## config.mk

```make
export PLATFORM = sky130hd
export DESIGN_NAME = uart_rx
export DESIGN_NICKNAME = d
export VERILOG_FILES = /design/src/rtl/uart_rx.sv
export SDC_FILE = /design/constraint.sdc
export NUM_CORES = 1
export LEC_CHECK = 0
export BUFFER_PORTS_ARGS = -buffer_cell sky130_fd_sc_hd__buf_2
export CORE_MARGIN = 2
export CORE_UTILIZATION = 55
export CTS_BUF_LIST = sky130_fd_sc_hd__clkbuf_8
export CTS_CLUSTER_DIAMETER = 120
export CTS_CLUSTER_SIZE = 20
export DETAILED_ROUTE_END_ITERATION = 10
export GPL_ROUTABILITY_DRIVEN = 0
export MAX_ROUTING_LAYER = met4
export PLACE_DENSITY = 0.76
export RECOVER_POWER = 100
export SLEW_MARGIN = 20
export SYNTH_ARGS = -nofsm -noshare
export SYNTH_HDL_FRONTEND = slang
export SYNTH_SLANG_ARGS = --single-unit
```

## constraint.sdc

```tcl
create_clock -name Clock -period 1.8 [get_ports Clock]
set_input_delay 0.36 -clock Clock [delete_from_list [all_inputs] [get_ports Clock]]
set_output_delay 0.36 -clock Clock [all_outputs]
set_load 0.01 [all_outputs]
```

## src/rtl/uart_rx.sv

```systemverilog
// 16x oversampled UART receiver with valid/ack holding register and error pulses.
// Optional parity checking is compiled in with `define UART_RX_PARITY_EN.
module uart_rx #(
   parameter int DATA_BITS  = 8,
   parameter bit PARITY_ODD = 1'b0
) (
   input  logic                 Clock,
   input  logic                 Reset,
   input  logic                 BaudClock16,
   input  logic                 RxD,
   input  logic                 RxAck,
   output logic [DATA_BITS-1:0] RxData,
   output logic                 RxValid,
   output logic                 RxBusy,
   output logic                 RxFrameErr,
   output logic                 RxParErr,
   output logic                 RxOverrun
);

   localparam logic [2:0] IDLE   = 3'd0;
   localparam logic [2:0] START  = 3'd1;
   localparam logic [2:0] DATA   = 3'd2;
`ifdef UART_RX_PARITY_EN
   localparam logic [2:0] PARITY = 3'd3;
`endif
   localparam logic [2:0] STOP   = 3'd4;
   localparam logic [2:0] LAST_BIT = 3'(DATA_BITS - 1);

   function automatic logic exp_parity(input logic [DATA_BITS-1:0] word);
      return (^word) ^ PARITY_ODD;
   endfunction

   logic                 rx_meta_q, rx_s_q, baud_q, tick_s;
   logic [2:0]           state_q, state_d;
   logic [3:0]           sample_cnt_q, sample_cnt_d;
   logic [2:0]           bit_cnt_q, bit_cnt_d;
   logic [DATA_BITS-1:0] shift_q, shift_d;
   logic [DATA_BITS-1:0] data_q, data_d;
   logic                 valid_q, valid_d;
   logic                 busy_q;
   logic                 frame_err_q, frame_err_d;
   logic                 overrun_q, overrun_d;
   logic                 deliver_q, deliver_d;
`ifdef UART_RX_PARITY_EN
   logic                 par_bit_q, par_bit_d;
   logic                 par_err_q, par_err_d;
`endif

   assign tick_s = BaudClock16 & ~baud_q;

   // Receive state machine; advances only on a baud tick.
   always_comb begin
      state_d      = state_q;
      sample_cnt_d = sample_cnt_q;
      bit_cnt_d    = bit_cnt_q;
      shift_d      = shift_q;
      frame_err_d  = 1'b0;
      deliver_d    = 1'b0;
`ifdef UART_RX_PARITY_EN
      par_bit_d    = par_bit_q;
      par_err_d    = 1'b0;
`endif
      if (tick_s) begin
         case (state_q)
            IDLE: begin
               if (!rx_s_q) begin
                  state_d      = START;
                  sample_cnt_d = 4'd0;
               end else begin
                  state_d = IDLE;
               end
            end
            START: begin
               if (sample_cnt_q == 4'd7) begin
                  if (!rx_s_q) begin
                     state_d      = DATA;
                     sample_cnt_d = 4'd0;
                     bit_cnt_d    = 3'd0;
                  end else begin
                     state_d = IDLE;
                  end
               end else begin
                  sample_cnt_d = sample_cnt_q + 4'd1;
               end
            end
            DATA: begin
               if (sample_cnt_q == 4'd15) begin
                  shift_d      = {rx_s_q, shift_q[DATA_BITS-1:1]};
                  sample_cnt_d = 4'd0;
                  if (bit_cnt_q == LAST_BIT) begin
`ifdef UART_RX_PARITY_EN
                     state_d = PARITY;
`else
                     state_d = STOP;
`endif
                  end else begin
                     bit_cnt_d = bit_cnt_q + 3'd1;
                  end
               end else begin
                  sample_cnt_d = sample_cnt_q + 4'd1;
               end
            end
`ifdef UART_RX_PARITY_EN
            PARITY: begin
               if (sample_cnt_q == 4'd15) begin
                  par_bit_d    = rx_s_q;
                  sample_cnt_d = 4'd0;
                  state_d      = STOP;
               end else begin
                  sample_cnt_d = sample_cnt_q + 4'd1;
               end
            end
`endif
            STOP: begin
               if (sample_cnt_q == 4'd15) begin
                  sample_cnt_d = 4'd0;
                  state_d      = IDLE;
                  frame_err_d  = ~rx_s_q;
`ifdef UART_RX_PARITY_EN
                  par_err_d    = (exp_parity(shift_q) != par_bit_q);
                  deliver_d    = rx_s_q & ~par_err_d;
`else
                  deliver_d    = rx_s_q;
`endif
               end else begin
                  sample_cnt_d = sample_cnt_q + 4'd1;
               end
            end
            default: begin
               state_d      = IDLE;
               sample_cnt_d = 4'd0;
            end
         endcase
      end else begin
         state_d = state_q;
      end
   end

   // Holding register: a delivery into a full, unacked register is an overrun.
   always_comb begin
      data_d    = data_q;
      valid_d   = valid_q;
      overrun_d = 1'b0;
      if (deliver_q) begin
         if (valid_q && !RxAck) begin
            overrun_d = 1'b1;
         end else begin
            data_d  = shift_q;
            valid_d = 1'b1;
         end
      end else if (RxAck && valid_q) begin
         valid_d = 1'b0;
      end else begin
         valid_d = valid_q;
      end
   end

   // State, synchroniser and output registers with synchronous active-low reset.
   always_ff @(posedge Clock) begin
      if (!Reset) begin
         rx_meta_q    <= 1'b1;
         rx_s_q       <= 1'b1;
         baud_q       <= 1'b0;
         state_q      <= IDLE;
         sample_cnt_q <= 4'd0;
         bit_cnt_q    <= 3'd0;
         shift_q      <= '0;
         data_q       <= '0;
         valid_q      <= 1'b0;
         busy_q       <= 1'b0;
         frame_err_q  <= 1'b0;
         overrun_q    <= 1'b0;
         deliver_q    <= 1'b0;
`ifdef UART_RX_PARITY_EN
         par_bit_q    <= 1'b0;
         par_err_q    <= 1'b0;
`endif
      end else begin
         rx_meta_q    <= RxD;
         rx_s_q       <= rx_meta_q;
         baud_q       <= BaudClock16;
         state_q      <= state_d;
         sample_cnt_q <= sample_cnt_d;
         bit_cnt_q    <= bit_cnt_d;
         shift_q      <= shift_d;
         data_q       <= data_d;
         valid_q      <= valid_d;
         busy_q       <= (state_d != IDLE);
         frame_err_q  <= frame_err_d;
         overrun_q    <= overrun_d;
         deliver_q    <= deliver_d;
`ifdef UART_RX_PARITY_EN
         par_bit_q    <= par_bit_d;
         par_err_q    <= par_err_d;
`endif
      end
   end

   assign RxData     = data_q;
   assign RxValid    = valid_q;
   assign RxBusy     = busy_q;
   assign RxFrameErr = frame_err_q;
   assign RxOverrun  = overrun_q;
`ifdef UART_RX_PARITY_EN
   assign RxParErr   = par_err_q;
`else
   assign RxParErr   = 1'b0;
`endif

endmodule

```

==> reports/results.txt <==
cell area after layout: 0.00179 mm²
initial antenna violation count: 0
die height: 56.4 µm
cts bufs inserted: 5
Final Hold Fails: 0
buffer type at the clock tree root: clkbuf_8
RR Startpoint: state_q[2]$_SDFF_PN0_
clk buf depth: 2
number of synthesized flops with an enable pin: 0
antenna viol nets, final: 0
kind of critical path: flop to flop
DRT iter0 DRCs: 42
fraction of the cycle the final worst path needs: 95.2%
share of the synthesized area in the top cell type: 45.0%
maximum vdd drop: 1030 µV
area of the mapped netlist: 0.00151 mm²
wire length per cell: 14.1 µm
Worst Tran Pin Value: 0.589 ns
final slew viol count: 0
setup TNS: 0 ns
CORE AREA: 0.00269 mm²
H-tree levels: 2
min cycle time layout: 1.71 ns
Mapped Cells: 166
Clk Latency, worst-skew pair: 0.29 ns
vias per cell: 5.66
Ant. Diodes: 0
asr flop ratio synth: 0%
TritonRoute pass-1 iters: 4
Worst setup EP type: flop
synth top area cells: dfxtp_1, mux2i_1, nor2_1
Yosys Warn Count: 0
CP arrival: 1.93 ns
crit-path max FO: 14
final setup fails: 0
sequential area share after synthesis: 45.0%
share of post-route cells with drive strength above 1: 14.7%
Worst Hold Class: input pin to flop
largest net degree at the start of global routing: 26
R2R depth: 3
Post-CTS Setup Bufs: 0
Worst slew margin: 60.7%
Hold Crit Start: RxD
Leak: 0.722 nW
startpoint type of the worst setup path: flop
CTS tree: yes
DRT Wirelength: 3130 µm
Post-DP HPWL: 2180 µm
synthesized flop and latch total: 34
P&R area growth vs syn: 18.5%
first-pass GRT wire length: 5260 µm
site row count: 19
number of global-route vias before repair: 1139
Final #Nets: 197
max-cap violation count: 0
aggregate global-route resource usage: 22.3%
gr ovfl total: 0
clock skew: 0.00608 ns
Clock transition at path regs: 0.07 ns
via count: 1251
hold-critical path endpoint: rx_meta_q$_SDFF_PN1_
Clock Sinks: 34
CP required: 2.02 ns
commonest cells in the netlist: dfxtp_1, nor2_1, mux2i_1
Synth Area per Inst: 9.11 µm²
chip width: 56.4 µm
input/output buffers: 16
status: finished clean
Pwr Density: 925 mW/mm²
dominant synthesized flop cell: dfxtp_1
reg2reg setup slack: 0.09 ns
IO Count: 18
Syn Nets: 174
top-count cell post-synth: dfxtp_1
Yosys top cell by area: dfxtp_1
CTS Hold Bufs: 0
RSZ-0062 raised after global routing: no
hold-critical path depth: 2
Initial Util: 56.3%
die area: 0.00319 mm²
count of cell types in the netlist: 41
R2R Path End: sample_cnt_q[2]$_SDFFE_PN0P_
Post-DP Area: 0.00167 mm²
Post-route DRC: 0
Fmax achieved: 0.584 GHz
worst max-delay path by stage:
| stage | cells after the start | endpoint | start |
|---|---|---|---|
| floorplan | 5 | shift_q[7]$_SDFFE_PN0P_ | sample_cnt_q[0]$_SDFFE_PN0P_ |
| global placement | 3 | sample_cnt_q[2]$_SDFFE_PN0P_ | state_q[2]$_SDFF_PN0_ |
| detailed placement | 4 | bit_cnt_q[2]$_SDFFE_PN0P_ | state_q[0]$_SDFF_PN0_ |
| CTS | 4 | bit_cnt_q[2]$_SDFFE_PN0P_ | state_q[1]$_SDFF_PN0_ |
| global route | 4 | sample_cnt_q[2]$_SDFFE_PN0P_ | state_q[2]$_SDFF_PN0_ |
| finish | 3 | sample_cnt_q[2]$_SDFFE_PN0P_ | state_q[2]$_SDFF_PN0_ |
worst max-delay path, stage by stage, from the launching register on:
cell and delay, ns:
dfxtp_1 0.45, maj3_1 0.45, or4_1 0.51, a211oi_2 0.23
layout make-up:
cell class | count | area (µm²)
inverter | 2 | 7.51
timing repair buffer | 27 | 155
sequential | 34 | 683
fill | 218 | 893
clock buffer | 5 | 68.8
tap | 31 | 38.8
multi-input combinational | 119 | 771
clock inverter | 3 | 68.8
placed cells by master (no fill, tap or decap), types with 2 or more instances in the layout:
cell type / n
a21oi_1: 7
and3_1: 2
buf_2: 3
buf_4: 8
bufinv_16: 2
clkbuf_1: 14
clkbuf_8: 5
dfxtp_1: 32
dfxtp_2: 2
ha_1: 3
mux2i_1: 19
nand2_1: 8
nand2b_1: 4
nand3_1: 8
nor2_1: 30
nor2b_1: 2
nor3_1: 3
nor3b_1: 2
o21a_1: 2
o21ai_0: 5
or3_1: 2
xor2_1: 2
metrics by stage:
step,utilization [%],cells,total power (W),setup WS (ns),hold slack [ns]
floorplan,-,166,0.000811,0.229,0.386
global placement,62.3,213,0.000831,0.181,0.396
detailed placement,62.3,213,0.000832,0.104,0.408
CTS,67.4,221,0.00167,0.0748,0.256
global route,66.7,221,0.00171,0.00250,0.262
finish,66.7,221,0.00166,0.0864,0.255
cells by family after synthesis:
family	count (synthesis)	share of synthesized area, %
AOI/OAI and AO/OA	23	10.5
xor gates and xnor gates	3	1.74
adders and majority gates	4	3.14
buffers and inverters	13	3.97
DFF	34	45.0
muxes	19	12.6
other	1	0.248
and+or+nand+nor	69	22.8
sequential cells by signal, indices dropped and copies added, names as in the netlist:
name          count
RxBusy            1
RxData            8
RxFrameErr        1
RxOverrun         1
RxValid           1
baud_q            1
bit_cnt_q         3
deliver_q         1
rx_meta_q         1
rx_s_q            1
sample_cnt_q      4
shift_q           8
state_q           3
power breakdown:
| group | leakage, nW | switching (W) | internal, W |
|---|---|---|---|
| logic | 0.378 | 0.0000330 | 0.0000199 |
| registers | 0.276 | 0.00000448 | 0.000757 |
| clock network | 0.0683 | 0.000289 | 0.000555 |
metal layers:
layer | global-route usage (%) | wire (µm) | vias to the layer above
li1 | - | - | 627
met1 | 26.0 | 1380 | 587
met2 | 34.6 | 1550 | 29
met3 | 7.60 | 148 | 8
met4 | 10.2 | 51 | 0
met5 | - | 0 | -
repair_timing:
item / CTS / global route
setup endpoints to repair: 0 / 5
endpoints found under the hold margin: 0 / 0
resized for setup: 0 / 3
Note: power is estimated with default switching activity, not from simulation.
